File: src/rtl/mm_control_pkg.sv
`default_nettype none
// ============================================================================
// Module   : mm_control_pkg
// Brief    : Register map and per-core FSM encoding for mm_control_multi.
// Revision : 1.0 - initial release
// ============================================================================
package mm_control_pkg;

    localparam logic [1:0] REG_START   = 2'd0;
    localparam logic [1:0] REG_DONE    = 2'd1;
    localparam logic [1:0] REG_IRQ_EN  = 2'd2;
    localparam logic [1:0] REG_TIMEOUT = 2'd3;

    typedef logic [1:0] slot_state_t;

    localparam slot_state_t ST_IDLE   = 2'd0;
    localparam slot_state_t ST_LAUNCH = 2'd1;
    localparam slot_state_t ST_BUSY   = 2'd2;

endpackage
`default_nettype wire

File: src/rtl/core_slot.sv
`default_nettype none
// ============================================================================
// Module   : core_slot
// Brief    : One supervised core: launch/busy FSM plus saturating watchdog.
// Revision : 1.0 - initial release
// ============================================================================
module core_slot
    import mm_control_pkg::*;
#(
    parameter int TIMEOUT_W = 16,
    parameter int TIMEOUT   = 50000
) (
    input  logic clk,
    input  logic i_rst_n,
    input  logic i_start,
    input  logic i_finish,
    output logic o_start_pulse,
    output logic o_busy,
    output logic o_idle,
    output logic o_done_set,
    output logic o_timeout_set
);

    // Expiry fires during the TIMEOUT-th BUSY cycle (watchdog counts from 0).
    localparam logic [TIMEOUT_W-1:0] c_expire = TIMEOUT_W'(TIMEOUT - 1);
    localparam logic [TIMEOUT_W-1:0] c_wd_max = {TIMEOUT_W{1'b1}};

    slot_state_t          r_state;
    slot_state_t          w_state_next;
    logic [TIMEOUT_W-1:0] r_wd;
    logic                 w_expire;

    assign w_expire = (r_wd >= c_expire);

    always_ff @(posedge clk or negedge i_rst_n) begin
        if (!i_rst_n) begin
            r_state <= ST_IDLE;
        end else begin
            r_state <= w_state_next;
        end
    end

    always_ff @(posedge clk or negedge i_rst_n) begin
        if (!i_rst_n) begin
            r_wd <= '0;
        end else if (r_state == ST_LAUNCH) begin
            r_wd <= '0;
        end else if ((r_state == ST_BUSY) && (r_wd != c_wd_max)) begin
            r_wd <= r_wd + 1'b1;
        end
    end

    always_comb begin
        w_state_next = r_state;
        case (r_state)
            ST_IDLE:   if (i_start) w_state_next = ST_LAUNCH;
            ST_LAUNCH: w_state_next = ST_BUSY;
            ST_BUSY:   if (i_finish || w_expire) w_state_next = ST_IDLE;
            default:   w_state_next = ST_IDLE;
        endcase
    end

    // Finish takes priority over a coincident watchdog expiry.
    always_comb begin
        o_start_pulse = (r_state == ST_LAUNCH);
        o_busy        = (r_state != ST_IDLE);
        o_idle        = (r_state == ST_IDLE);
        o_done_set    = (r_state == ST_BUSY) && i_finish;
        o_timeout_set = (r_state == ST_BUSY) && !i_finish && w_expire;
    end

endmodule
`default_nettype wire

File: src/rtl/mm_control_multi.sv
`default_nettype none
// ============================================================================
// Module   : mm_control_multi
// Brief    : Memory-mapped launcher/supervisor for CORES videocard cores.
// Revision : 1.0 - initial release
// ============================================================================
module mm_control_multi
    import mm_control_pkg::*;
#(
    parameter int CORES      = 4,
    parameter int WIDTH_CTRL = 8,
    parameter int TIMEOUT_W  = 16,
    parameter int TIMEOUT    = 50000
) (
    input  logic                  clk,
    input  logic                  reset_sink_reset_n,
    input  logic [1:0]            address_control,
    input  logic                  read_control,
    input  logic                  write_control,
    input  logic [WIDTH_CTRL-1:0] data_in_control,
    output logic [WIDTH_CTRL-1:0] data_out_control,
    output logic [CORES-1:0]      interrupt_start,
    input  logic [CORES-1:0]      interrupt_finish,
    output logic                  irq
);

    logic [CORES-1:0]      w_start_req;
    logic [CORES-1:0]      w_launch;
    logic [CORES-1:0]      w_done_w1c;
    logic [CORES-1:0]      w_timeout_w1c;
    logic [CORES-1:0]      w_busy;
    logic [CORES-1:0]      w_idle;
    logic [CORES-1:0]      w_done_set;
    logic [CORES-1:0]      w_timeout_set;
    logic [CORES-1:0]      r_done;
    logic [CORES-1:0]      r_timeout;
    logic [CORES-1:0]      r_irq_en;
    logic                  r_irq;
    logic [WIDTH_CTRL-1:0] r_data_out;
    logic [WIDTH_CTRL-1:0] w_rd_data;

    always_comb begin
        w_start_req   = '0;
        w_done_w1c    = '0;
        w_timeout_w1c = '0;
        if (write_control) begin
            case (address_control)
                REG_START:   w_start_req   = data_in_control[CORES-1:0];
                REG_DONE:    w_done_w1c    = data_in_control[CORES-1:0];
                REG_TIMEOUT: w_timeout_w1c = data_in_control[CORES-1:0];
                default:     ;
            endcase
        end
    end

    // Only an accepted launch clears a core's sticky status.
    assign w_launch = w_start_req & w_idle;

    for (genvar gi = 0; gi < CORES; gi++) begin : g_slot
        core_slot #(
            .TIMEOUT_W (TIMEOUT_W),
            .TIMEOUT   (TIMEOUT)
        ) u_core_slot (
            .clk           (clk),
            .i_rst_n       (reset_sink_reset_n),
            .i_start       (w_start_req[gi]),
            .i_finish      (interrupt_finish[gi]),
            .o_start_pulse (interrupt_start[gi]),
            .o_busy        (w_busy[gi]),
            .o_idle        (w_idle[gi]),
            .o_done_set    (w_done_set[gi]),
            .o_timeout_set (w_timeout_set[gi])
        );
    end

    if (CORES < WIDTH_CTRL) begin : g_unused_bits
        logic w_unused_data;
        assign w_unused_data = ^data_in_control[WIDTH_CTRL-1:CORES];
    end

    // Hardware set overrides a same-cycle host clear.
    always_ff @(posedge clk or negedge reset_sink_reset_n) begin
        if (!reset_sink_reset_n) begin
            r_done    <= '0;
            r_timeout <= '0;
            r_irq_en  <= '0;
            r_irq     <= 1'b0;
        end else begin
            r_done    <= (r_done    & ~w_done_w1c    & ~w_launch) | w_done_set;
            r_timeout <= (r_timeout & ~w_timeout_w1c & ~w_launch) | w_timeout_set;
            if (write_control && (address_control == REG_IRQ_EN)) begin
                r_irq_en <= data_in_control[CORES-1:0];
            end
            r_irq <= |((r_done | r_timeout) & r_irq_en);
        end
    end

    always_comb begin
        w_rd_data = '0;
        case (address_control)
            REG_START:   w_rd_data[CORES-1:0] = w_busy;
            REG_DONE:    w_rd_data[CORES-1:0] = r_done;
            REG_IRQ_EN:  w_rd_data[CORES-1:0] = r_irq_en;
            REG_TIMEOUT: w_rd_data[CORES-1:0] = r_timeout;
            default:     w_rd_data = '0;
        endcase
    end

    always_ff @(posedge clk or negedge reset_sink_reset_n) begin
        if (!reset_sink_reset_n) begin
            r_data_out <= '0;
        end else if (read_control) begin
            r_data_out <= w_rd_data;
        end
    end

    assign data_out_control = r_data_out;
    assign irq              = r_irq;

endmodule
`default_nettype wire

File: config.mk
export PLATFORM = sky130hd
export DESIGN_NAME = mm_control_multi
export DESIGN_NICKNAME = d
export VERILOG_FILES = /design/src/rtl/mm_control_pkg.sv /design/src/rtl/core_slot.sv /design/src/rtl/mm_control_multi.sv
export SDC_FILE = /design/constraint.sdc
export NUM_CORES = 1
export LEC_CHECK = 0
export ABC_AREA = 1
export CORE_MARGIN = 2
export CORE_UTILIZATION = 57
export DETAILED_ROUTE_END_ITERATION = 6
export GPL_TIMING_DRIVEN = 0
export PLACE_DENSITY = 0.77
export SLEW_MARGIN = 10
export SYNTH_ARGS = -nofsm -noshare
export SYNTH_HDL_FRONTEND = slang
export SYNTH_SLANG_ARGS = --single-unit
File: constraint.sdc
create_clock -name clk -period 1.7 [get_ports clk]
set_input_delay 0.17 -clock clk [delete_from_list [all_inputs] [get_ports clk]]
set_output_delay 0.17 -clock clk [all_outputs]
set_load 0.01 [all_outputs]
==> impl_metrics.ini, run 1 <==
[power_and_ir_drop]
p_leak_nw = 2.99
power_w = 0.00485
vdd_drop_max_mv = 0.522
cellPowerDensity_nw_per_um2 = 771

[sta]
final.min_clock_period_ns = 1.63
setup_viol_count_final = 0
fin_crit_sh_pct = 95.8
max_clock_freq_mhz = 614
finalMaxSlewViolations = 0
setup_tns_ns = 0
finalHoldViolCount = 0
setup_ws_ns = 0.0717
whs_ns = 0.246
finalClockSkew_ns = 0.0142

[floorplan]
start_util_pct = 58.7
core-area_sq_um = 9240
die-area_sq_um = 10300
rows = 35
die_height_um = 102
io_pins = 31
die_w_um = 102

[routing]
route.detailed.drc = 0
dr.pass1.iters = 5
totalWireLength_um = 12500
ant_nets = 0
viasPerCell = 5.38
vias = 5145
initialDrtViolationCount = 218
routedWlPerCell_um = 13.0

[yosys]
synth_xor_area_share_pct = 0.968
synth_cells = 771
synth-seq-cells = 89
syn_avg_cell_area_sq_um = 7.04
synth-compound-area-share_pct = 6.82
syn_area_sq_um = 5430
yosysWarnings = 0
ys_seq_area_share_pct = 41.0
synth_top_family_by_area = simple AND/OR/NAND/NOR gates
synth-adder-area-share_pct = 0.922
synth.area.mux_share_pct = 0.830
post_synth_num_cell_types = 33
synthSimpleGateAreaFrac_pct = 41.4

[status]
status = completed

[place]
dp_hpwl_um = 8740
port_buffers = 22
place_ws_ns = -0.0946
gp_congestion = 0.925

[layout]
drive_above_1_share_pct = 13.2
diodes = 0
syn2layout_area_growth_pct = 15.7
utilization_pct = 68.0
final_nets = 846
regArea_sq_um = 2230
fill_cells = 769
multi_input_area_sq_um = 2920

[setup_path]
reg2reg_slack_ns = 0.07
cp_max_fo = 10
critical_path_class = reg2reg
critPathRequiredTime_ns = 1.94
crit_chain = ha_2 > nand2_1 > nor2_1 > nand2_2 > o21ai_4 > nand2_4 > nand2_1 > o21ai_0
crit_path_frequent_cell = nand2_1
critPathLaunchType = flip-flop
startpoint = g_slot[1].u_core_slot.r_wd[1]$_DFFE_PN0P_
critical_path_arrival_ns = 1.87
critPathMaxStageDelay_ns = 0.40
rr_startpoint = g_slot[1].u_core_slot.r_wd[1]$_DFFE_PN0P_
rr_worst_depth = 8
slowest_stage = dfrtp_1
end_kind = flip-flop

[cts]
insertion_delay_ns = 0.37
clockRootBuffer = clkbuf_8
htree_levels = 3
clockBufferDepth = 2
clock-sinks = 89
numCtsBuffers = 9
clk_pin_slew_ns = 0.10
cts_tree = built

[global_routing]
grt_pass1_vias = 4635
grt_max_degree = 65
grt_overflow = 0
grt_usage_pct = 25.3
antenna_found_initial = 0
grt_first_pass_wirelength_um = 21100

[worst_hold_path]
hold_path_class = in2async

[flow_run]
maxCapViolCount = 0
-- kinds of logic (layout without fill, tap and decap cells) --
kind of cell | Yosys count | in the layout
flops | 89 | 89
fa+ha+maj | 4 | 4
simple gates | 506 | 507
mux | 4 | 4
xor+xnor | 6 | 6
compound gates | 66 | 66
buf+inv | 95 | 148
other cells | 1 | 4
-- final timing paths --
path                                                             endpoint
worst max register to register  g_slot[1].u_core_slot.r_wd[3]$_DFFE_PN0P_
worst min-delay path            g_slot[2].u_core_slot.r_wd[6]$_DFFE_PN0P_
worst min register to register  g_slot[2].u_core_slot.r_wd[9]$_DFFE_PN0P_
max in group asynchronous                             r_done[1]$_DFF_PN0_
worst max-delay path            g_slot[1].u_core_slot.r_wd[3]$_DFFE_PN0P_
min in group clk                                      r_done[1]$_DFF_PN0_
-- state kept, by name, summed over array words and instances (netlist names) --
register,cells
r_irq_en,4
data_out_control,4
g_slot.u_core_slot.r_state,8
g_slot.u_core_slot.r_wd,64
r_timeout,4
irq,1
r_done,4
-- per-layer routing --
layer  GRT usage (%)  share of wire [%]
met4            8.52                1.7
met1            37.0                 46
met2            39.2                 48
met3            3.04                5.1
met5               0                  0
-- Yosys cell counts --
cell	number	area, sq um
clkinv_2	1	5.00
nor3_1	1	5.00
or2_2	4	25.0
o21ai_0	43	215
buf_6	3	33.8
buf_4	9	67.6
clkinv_4	1	8.76
nand2_4	3	33.8
inv_2	5	18.8
nand3b_1	9	67.6
o21ai_4	2	32.5
nand4_1	29	181
o21bai_1	3	22.5
a31o_2	1	8.76
nand2_1	271	1020
nor2_1	94	353
ha_1	4	50.1
o21ai_2	1	8.76
mux2_2	4	45.0
inv_1	74	278
buf_8	1	15.0
nor2_4	7	78.8
o211ai_1	1	7.51
nand3_2	5	50.1
nand2_2	6	37.5
o21ai_1	14	70.1
nand3_1	67	335
a21oi_1	1	5.00
buf_2	1	5.00
conb_1	1	3.75
nor2_2	10	62.6
dfrtp_1	89	2230
xor2_1	6	52.6
-- report_power, final --
group          internal [W]  switching (W)  total, W  leakage [nW]
Clock              0.000571       0.000807   0.00138        0.0810
Sequential          0.00233       0.000244   0.00257          1.21
Combinational      0.000412       0.000483  0.000895          1.70
-- per-stage QoR --
stage / cells / instance area (sq um)
6_report: 957 / 6280
5_1_grt: 957 / 6280
4_1_cts: 947 / 6120
3_5_place_dp: 926 / 5850
3_3_place_gp: 925 / 5820
2_1_floorplan: 774 / 5440
-- worst max-delay path, delay by kind of cell, from the launching register on --
family                     cells  cell delay (ns)
AOI/OAI and AO/OA              2             0.34
adders and majority gates      1             0.21
DFF                            1             0.40
and+or+nand+nor                5             0.58
-- layout make-up --
class / instances / share of cell area, %
multi-input combinational: 591 / 46.4
clock buffer: 10 / 2.19
sequential: 89 / 35.5
buffer: 14 / 2.03
tap: 129 / 2.57
timing repair buffer: 38 / 5.70
clock inverter: 5 / 0.637
inverter: 81 / 5.00
-- layout by cell type, fill, tap and decap left out, drive strengths merged, types with 2 or more instances in the layout --
cell / netlist / final
mux2: 4 / 4
inv: 79 / 81
xor2: 6 / 6
nand3: 72 / 72
dfrtp: 89 / 89
clkinvlp: 0 / 3
nand4: 29 / 29
o21bai: 3 / 3
clkdlybuf4s50: 0 / 17
buf: 14 / 31
conb: 1 / 4
clkinv: 2 / 2
nand2: 280 / 281
clkbuf: 0 / 10
nor2: 111 / 111
dlygate4sd2: 0 / 2
or2: 4 / 4
o21ai: 60 / 60
nand3b: 9 / 9
ha: 4 / 4
-- what timing repair did --
item,in CTS,in global routing
buffers inserted,5,9
hold endpoints to repair,25,0
resized for setup,17,19
hold buffers,1,0
setup endpoints to repair,37,60
gates cloned,0,1
pin swaps,4,7
Note: power is estimated with default switching activity, not from simulation.
==> inputs of run 2 (changes only) <==
- ABC_AREA: 1 -> not set
==> run 2 against run 1 <==
Synthesized area fell by 7.7%. Combinational power rose by 11%. Clock power is 9% higher. Register-to-register slack lost 0.14 ns. Utilization increased by 7.8 points. The run now ends with negative setup slack left. Clock skew increased by 0.0030 ns.
==> impl_metrics.ini, run 2 <==
[global_routing]
grt_pass1_vias = 4512
grt_overflow = 0
grt_usage_pct = 27.2
antenna_found_initial = 0
grt_first_pass_wirelength_um = 21400
grt_max_degree = 48

[setup_path]
rr_startpoint = g_slot[3].u_core_slot.r_wd[0]$_DFFE_PN0P_
reg2reg_slack_ns = -0.07
critical_path_arrival_ns = 2.04
critical_path_class = reg2reg
critPathRequiredTime_ns = 1.97
r2r-end = r_timeout[3]$_DFF_PN0_
rr_worst_depth = 6
cp_max_fo = 5
end_kind = flip-flop
critPathLaunchType = flip-flop

[worst_hold_path]
hold_path_class = in2async

[place]
gp_congestion = 0.886
port_buffers = 22
dp_hpwl_um = 7880

[floorplan]
die-area_sq_um = 9550
rows = 34
start_util_pct = 58.0
core-area_sq_um = 8640
io_pins = 31
die_w_um = 97.7
die_height_um = 97.7

[sta]
fin_crit_sh_pct = 104
setup_ws_ns = -0.0665
max_slew_margin_pct = 60.8
max_clock_freq_mhz = 566
finalHoldViolCount = 0
setup_tns_ns = -0.492
final.min_clock_period_ns = 1.77
rsz0062_at_grt = true
setup_viol_count_final = 17
finalClockSkew_ns = 0.0171
finalMaxSlewViolations = 0
worst_slew_pin_slew_ns = 0.588

[yosys]
post_synth_num_cell_types = 66
yosysTopAreaCell = dfrtp_1
synth-seq-cells = 89
synth_edf_count = 0
yosysTopAreaCellShare_pct = 44.5
syn_area_sq_um = 5010
syn_avg_cell_area_sq_um = 9.38
synth-main-ff-cell = dfrtp_1
ys_seq_area_share_pct = 44.5
yosysWarnings = 0
synth_area_leaders = dfrtp_1 (44%), nand2_1 (4.4%), and3_1 (3.2%), a21oi_1 (3.1%), nand3_1 (2.6%)
synth_cells = 534
ys_top_cells_by_count = dfrtp_1 (89), nand2_1 (59), a21oi_1 (31), nor2_1 (29)
synth-async-reset-ratio_pct = 100
yosysMostFrequentCell = dfrtp_1

[layout]
layout_commonest_cell = dfrtp_1
largest_reg_flops = 64
syn2layout_area_growth_pct = 30.6
fill_cells = 577
diodes = 0
regMostFlops = g_slot.u_core_slot.r_wd
utilization_pct = 75.8
layout_common_cells = dfrtp_1 (78), buf_4 (61), nand2_1 (54)
top_regs = g_slot.u_core_slot.r_wd: 64 flops, g_slot.u_core_slot.r_state: 8 flops
final_nets = 643
drive_above_1_share_pct = 32.6

[cts]
numCtsBuffers = 9
clk_pin_slew_ns = 0.12
cts_tree = built
htree_levels = 3
clockBufferDepth = 2
clock-sinks = 89
insertion_delay_ns = 0.38
clockRootBuffer = clkbuf_8

[routing]
dr.pass1.iters = 5
ant_nets = 0
vias = 4838
routedWlPerCell_um = 18.7
route.detailed.drc = 0
totalWireLength_um = 13800
viasPerCell = 6.59
initialDrtViolationCount = 242

[status]
status = finished with violations
failed_checks = negative setup slack

[power_and_ir_drop]
vdd_drop_max_mv = 0.732
p_leak_nw = 2.92
cellPowerDensity_nw_per_um2 = 764

[flow_run]
maxCapViolCount = 0
[run 2: changes by cell type after synthesis, moves of 14 or more]
cell / before / now
a21oi_1: 1 / 31
and3_1: 0 / 26
inv_1: 74 / 12
nand2_1: 271 / 59
nand3_1: 67 / 26
nor2_1: 94 / 29
nor3_1: 1 / 23
o21ai_0: 43 / 18
o21ai_1: 14 / 0
[run 2: metrics by stage]
| stage | worst slack [ns] | cell area, sq um | cells | hold slack (ns) | power [W] |
|---|---|---|---|---|---|
| 6_report | -0.0665 | 6540 | 734 | 0.322 | 0.00500 |
| 4_1_cts | -0.0810 | 6090 | 715 | 0.330 | 0.00486 |
| 3_3_place_gp | -2.76 | 5420 | 667 | 0.475 | 0.00317 |
| 3_5_place_dp | -0.326 | 5450 | 668 | 0.204 | 0.00322 |
| 5_1_grt | -0.123 | 6540 | 734 | 0.374 | 0.00522 |
| 2_1_floorplan | 0.00440 | 5070 | 537 | -0.126 | 0.00292 |
[run 2: where the power goes]
part / leakage, nW / switching, W / internal (W) / total (W)
clock: 0.0995 / 0.000924 / 0.000580 / 0.00150
combinational: 1.63 / 0.000495 / 0.000496 / 0.000991
sequential: 1.19 / 0.000193 / 0.00231 / 0.00251
total: 2.92 / 0.00161 / 0.00339 / 0.00500
[run 2: final cells by class]
type | instances | area [sq um] | share of cell area, %
plain buffers | 24 | 169 | 2.58
clock buffers | 9 | 124 | 1.89
clock inverters | 7 | 66.3 | 1.01
inverters | 14 | 65.1 | 0.994
multi-input cells | 404 | 3070 | 46.9
flip-flops and latches | 89 | 2240 | 34.3
well taps | 108 | 135 | 2.07
repair buffers | 79 | 677 | 10.3
[run 2: per-layer routing]
metal | part of all wire, % | wire [um] | global-route usage (%)
met1 | 42 | 5750 | 37.7
met5 | 0 | 0 | 0
met4 | 2.9 | 404 | 11.8
met3 | 7.1 | 981 | 4.87
met2 | 48 | 6610 | 42.7
[run 2: critical path: stages, from the launching register on]
cell      delay, ns
dfrtp_1        0.42
ha_2           0.20
and3_4         0.17
o31a_1         0.24
o211ai_1       0.26
a21oi_1        0.15
a22o_1         0.23
[run 2: cell families after synthesis]
family	count (synthesis)	synth area share, %
AND/OR/NAND/NOR	225	23.8
AO/OA/AOI/OAI	143	20.3
flip-flops	89	44.5
buffers and inverters	45	4.40
multiplexers	21	4.92
XOR/XNOR	6	1.05
adder cells (fa/ha/maj)	4	0.999
other	1	0.0749
[run 2: timing repair]
action,in CTS,in global routing
buffers inserted,35,21
endpoints found under the hold margin,42,0
cloned,0,1
hold buffers,1,0
resized for setup,63,81
endpoints found under the setup margin,54,65
pin swaps,18,35
[run 2: worst max path at each step]
stage / endpoint / cells after the start / slack [ns] / startpoint
global placement: g_slot[0].u_core_slot.r_wd[5]$_DFFE_PN0P_ / 1 / -2.76 / reset_sink_reset_n
finish: r_timeout[3]$_DFF_PN0_ / 6 / -0.07 / g_slot[3].u_core_slot.r_wd[0]$_DFFE_PN0P_
detailed placement: r_irq_en[2]$_DFFE_PN0P_ / 5 / -0.33 / address_control[0]
global route: g_slot[3].u_core_slot.r_state[1]$_DFFE_PN0P_ / 6 / -0.12 / g_slot[3].u_core_slot.r_wd[0]$_DFFE_PN0P_
floorplan: g_slot[3].u_core_slot.r_wd[9]$_DFFE_PN0P_ / 6 / 0.004 / g_slot[3].u_core_slot.r_wd[0]$_DFFE_PN0P_
CTS: g_slot[3].u_core_slot.r_wd[10]$_DFFE_PN0P_ / 7 / -0.08 / g_slot[3].u_core_slot.r_wd[1]$_DFFE_PN0P_
==> inputs of run 3 (changes only) <==
- SKIP_LAST_GASP: not set -> 1
==> run 3 against run 2 <==
The run still ends with negative setup slack left. Register-to-register slack about the same. Worst hold slack better by 0.0021 ns. Non-clock buffer count increased by 5.
==> impl_metrics.ini, run 3 (synthesis gave the netlist of run 2 again) <==
[floorplan]
rows = 34
die_height_um = 97.7
die-area_sq_um = 9550
start_util_pct = 58.0
core-area_sq_um = 8640
die_w_um = 97.7
io_pins = 31

[sta]
max_clock_freq_mhz = 566
setup_viol_count_final = 13
setup_tns_ns = -0.463
max_slew_margin_pct = 60.1
final.min_clock_period_ns = 1.77
rsz0062_at_grt = true
setup_ws_ns = -0.0657
finalMaxSlewViolations = 0
finalHoldViolCount = 0
worst_slew_pin_slew_ns = 0.599
whs_ns = 0.324
finalClockSkew_ns = 0.0147
fin_crit_sh_pct = 104

[power_and_ir_drop]
p_leak_nw = 2.93
cellPowerDensity_nw_per_um2 = 768
vdd_drop_max_mv = 0.738

[cts]
cts_tree = built
clockRootBuffer = clkbuf_8
clock-sinks = 89
htree_levels = 3
clk_pin_slew_ns = 0.12
numCtsBuffers = 9
insertion_delay_ns = 0.38
clockBufferDepth = 2

[worst_hold_path]
hold_path_class = in2async

[routing]
totalWireLength_um = 13600
ant_nets = 0
route.detailed.drc = 0
dr.pass1.iters = 6
viasPerCell = 6.55
initialDrtViolationCount = 260
vias = 4838
routedWlPerCell_um = 18.5

[global_routing]
grt_max_degree = 48
grt_pass1_vias = 4507
grt_overflow = 0
grt_usage_pct = 27.0
grt_first_pass_wirelength_um = 21300
antenna_found_initial = 0

[setup_path]
slowest_stage = dfrtp_1
end_kind = flip-flop
path_buf_inv = 0
reg2reg_slack_ns = -0.07
cp_max_fo = 8
critPathMaxStageDelay_ns = 0.51
critical_path_arrival_ns = 2.08
critical_path_class = reg2reg
critPathRequiredTime_ns = 2.02
critPathLaunchType = flip-flop
crit_chain = and3_1 > nand3_4 > or3_4 > a21oi_4 > a22o_1
path_delay_family = simple AND/OR/NAND/NOR gates

[status]
failed_checks = negative setup slack
status = finished with violations

[place]
gp_congestion = 0.886
dp_hpwl_um = 7880
port_buffers = 22

[layout]
largest_reg_flops = 64
layout_commonest_cell = dfrtp_1
syn2layout_area_growth_pct = 30.3
regMostFlops = g_slot.u_core_slot.r_wd
top_regs = g_slot.u_core_slot.r_wd: 64 flops, g_slot.u_core_slot.r_state: 8 flops
final_nets = 648
diodes = 0
drive_above_1_share_pct = 32.5
layout_common_cells = dfrtp_1 (78), buf_4 (66), nand2_1 (54)
utilization_pct = 75.5

[flow_run]
maxCapViolCount = 0
==> run 3: cell count changes in the layout (fill, tap and decap cells not counted), sizes merged <==
cell	delta
buf	+4
clkbuf	+1
==> run 3: final timing paths <==
kind                                                                  from                                            to  cells past startpoint
worst max-delay path            g_slot[3].u_core_slot.r_wd[11]$_DFFE_PN0P_     g_slot[3].u_core_slot.r_wd[1]$_DFFE_PN0P_                      5
worst min-delay path                                    reset_sink_reset_n     g_slot[1].u_core_slot.r_wd[3]$_DFFE_PN0P_                      2
worst max register to register  g_slot[3].u_core_slot.r_wd[11]$_DFFE_PN0P_     g_slot[3].u_core_slot.r_wd[1]$_DFFE_PN0P_                      5
worst min register to register   g_slot[1].u_core_slot.r_wd[6]$_DFFE_PN0P_     g_slot[1].u_core_slot.r_wd[6]$_DFFE_PN0P_                      1
max in group asynchronous                               reset_sink_reset_n    g_slot[0].u_core_slot.r_wd[11]$_DFFE_PN0P_                      3
min in group clk                                       interrupt_finish[2]  g_slot[2].u_core_slot.r_state[1]$_DFFE_PN0P_                      2
==> run 3: through the flow <==
| stage | setup slack (ns) | power, W | instances | instance area (sq um) |
|---|---|---|---|---|
| after floorplan | 0.00440 | 0.00292 | 537 | 5070 |
| after global placement | -2.76 | 0.00317 | 667 | 5420 |
| after global routing | -0.233 | 0.00523 | 739 | 6520 |
| final | -0.0657 | 0.00501 | 739 | 6520 |
| after CTS | -0.0913 | 0.00486 | 715 | 6080 |
| after detailed placement | -0.326 | 0.00322 | 668 | 5450 |
==> run 3: area by class of cell <==
type                       count  area, sq um
timing repair buffer          84          712
fill                         579         2110
tap                          108          135
buffer                        24          171
multi-input combinational    404         3010
sequential                    89         2240
clock inverter                 7         66.3
inverter                      14         62.6
clock buffer                   9          124
==> run 3: what timing repair did <==
| action | 4_1_cts | 5_1_grt |
|---|---|---|
| cloned | 0 | 1 |
| buffers inserted | 35 | 26 |
| setup endpoints to repair | 54 | 67 |
| pin swaps | 18 | 30 |
| hold buffers | 1 | 0 |
| endpoints found under the hold margin | 42 | 0 |
| resized for setup | 58 | 81 |
==> run 3: report_power, final <==
group	leakage (nW)	total [W]	switching, W	internal [W]
Combinational	1.64	0.00100	0.000488	0.000512
Sequential	1.19	0.00250	0.000190	0.00231
Clock	0.0995	0.00151	0.000926	0.000580
==> run 3: worst reg2reg max path, cell delays in order, from the launching register on <==
cell and delay [ns]:
dfrtp_1 0.51, and3_1 0.30, nand3_4 0.15, or3_4 0.44, a21oi_4 0.17, a22o_1 0.15
==> run 3: metal layers <==
layer	GRT usage [%]	vias to the layer above	routed length [um]
met5	0	-	0
met4	11.5	0	454
met3	4.87	57	922
met2	42.4	228	6500
met1	37.2	2329	5770
li1	-	2224	-
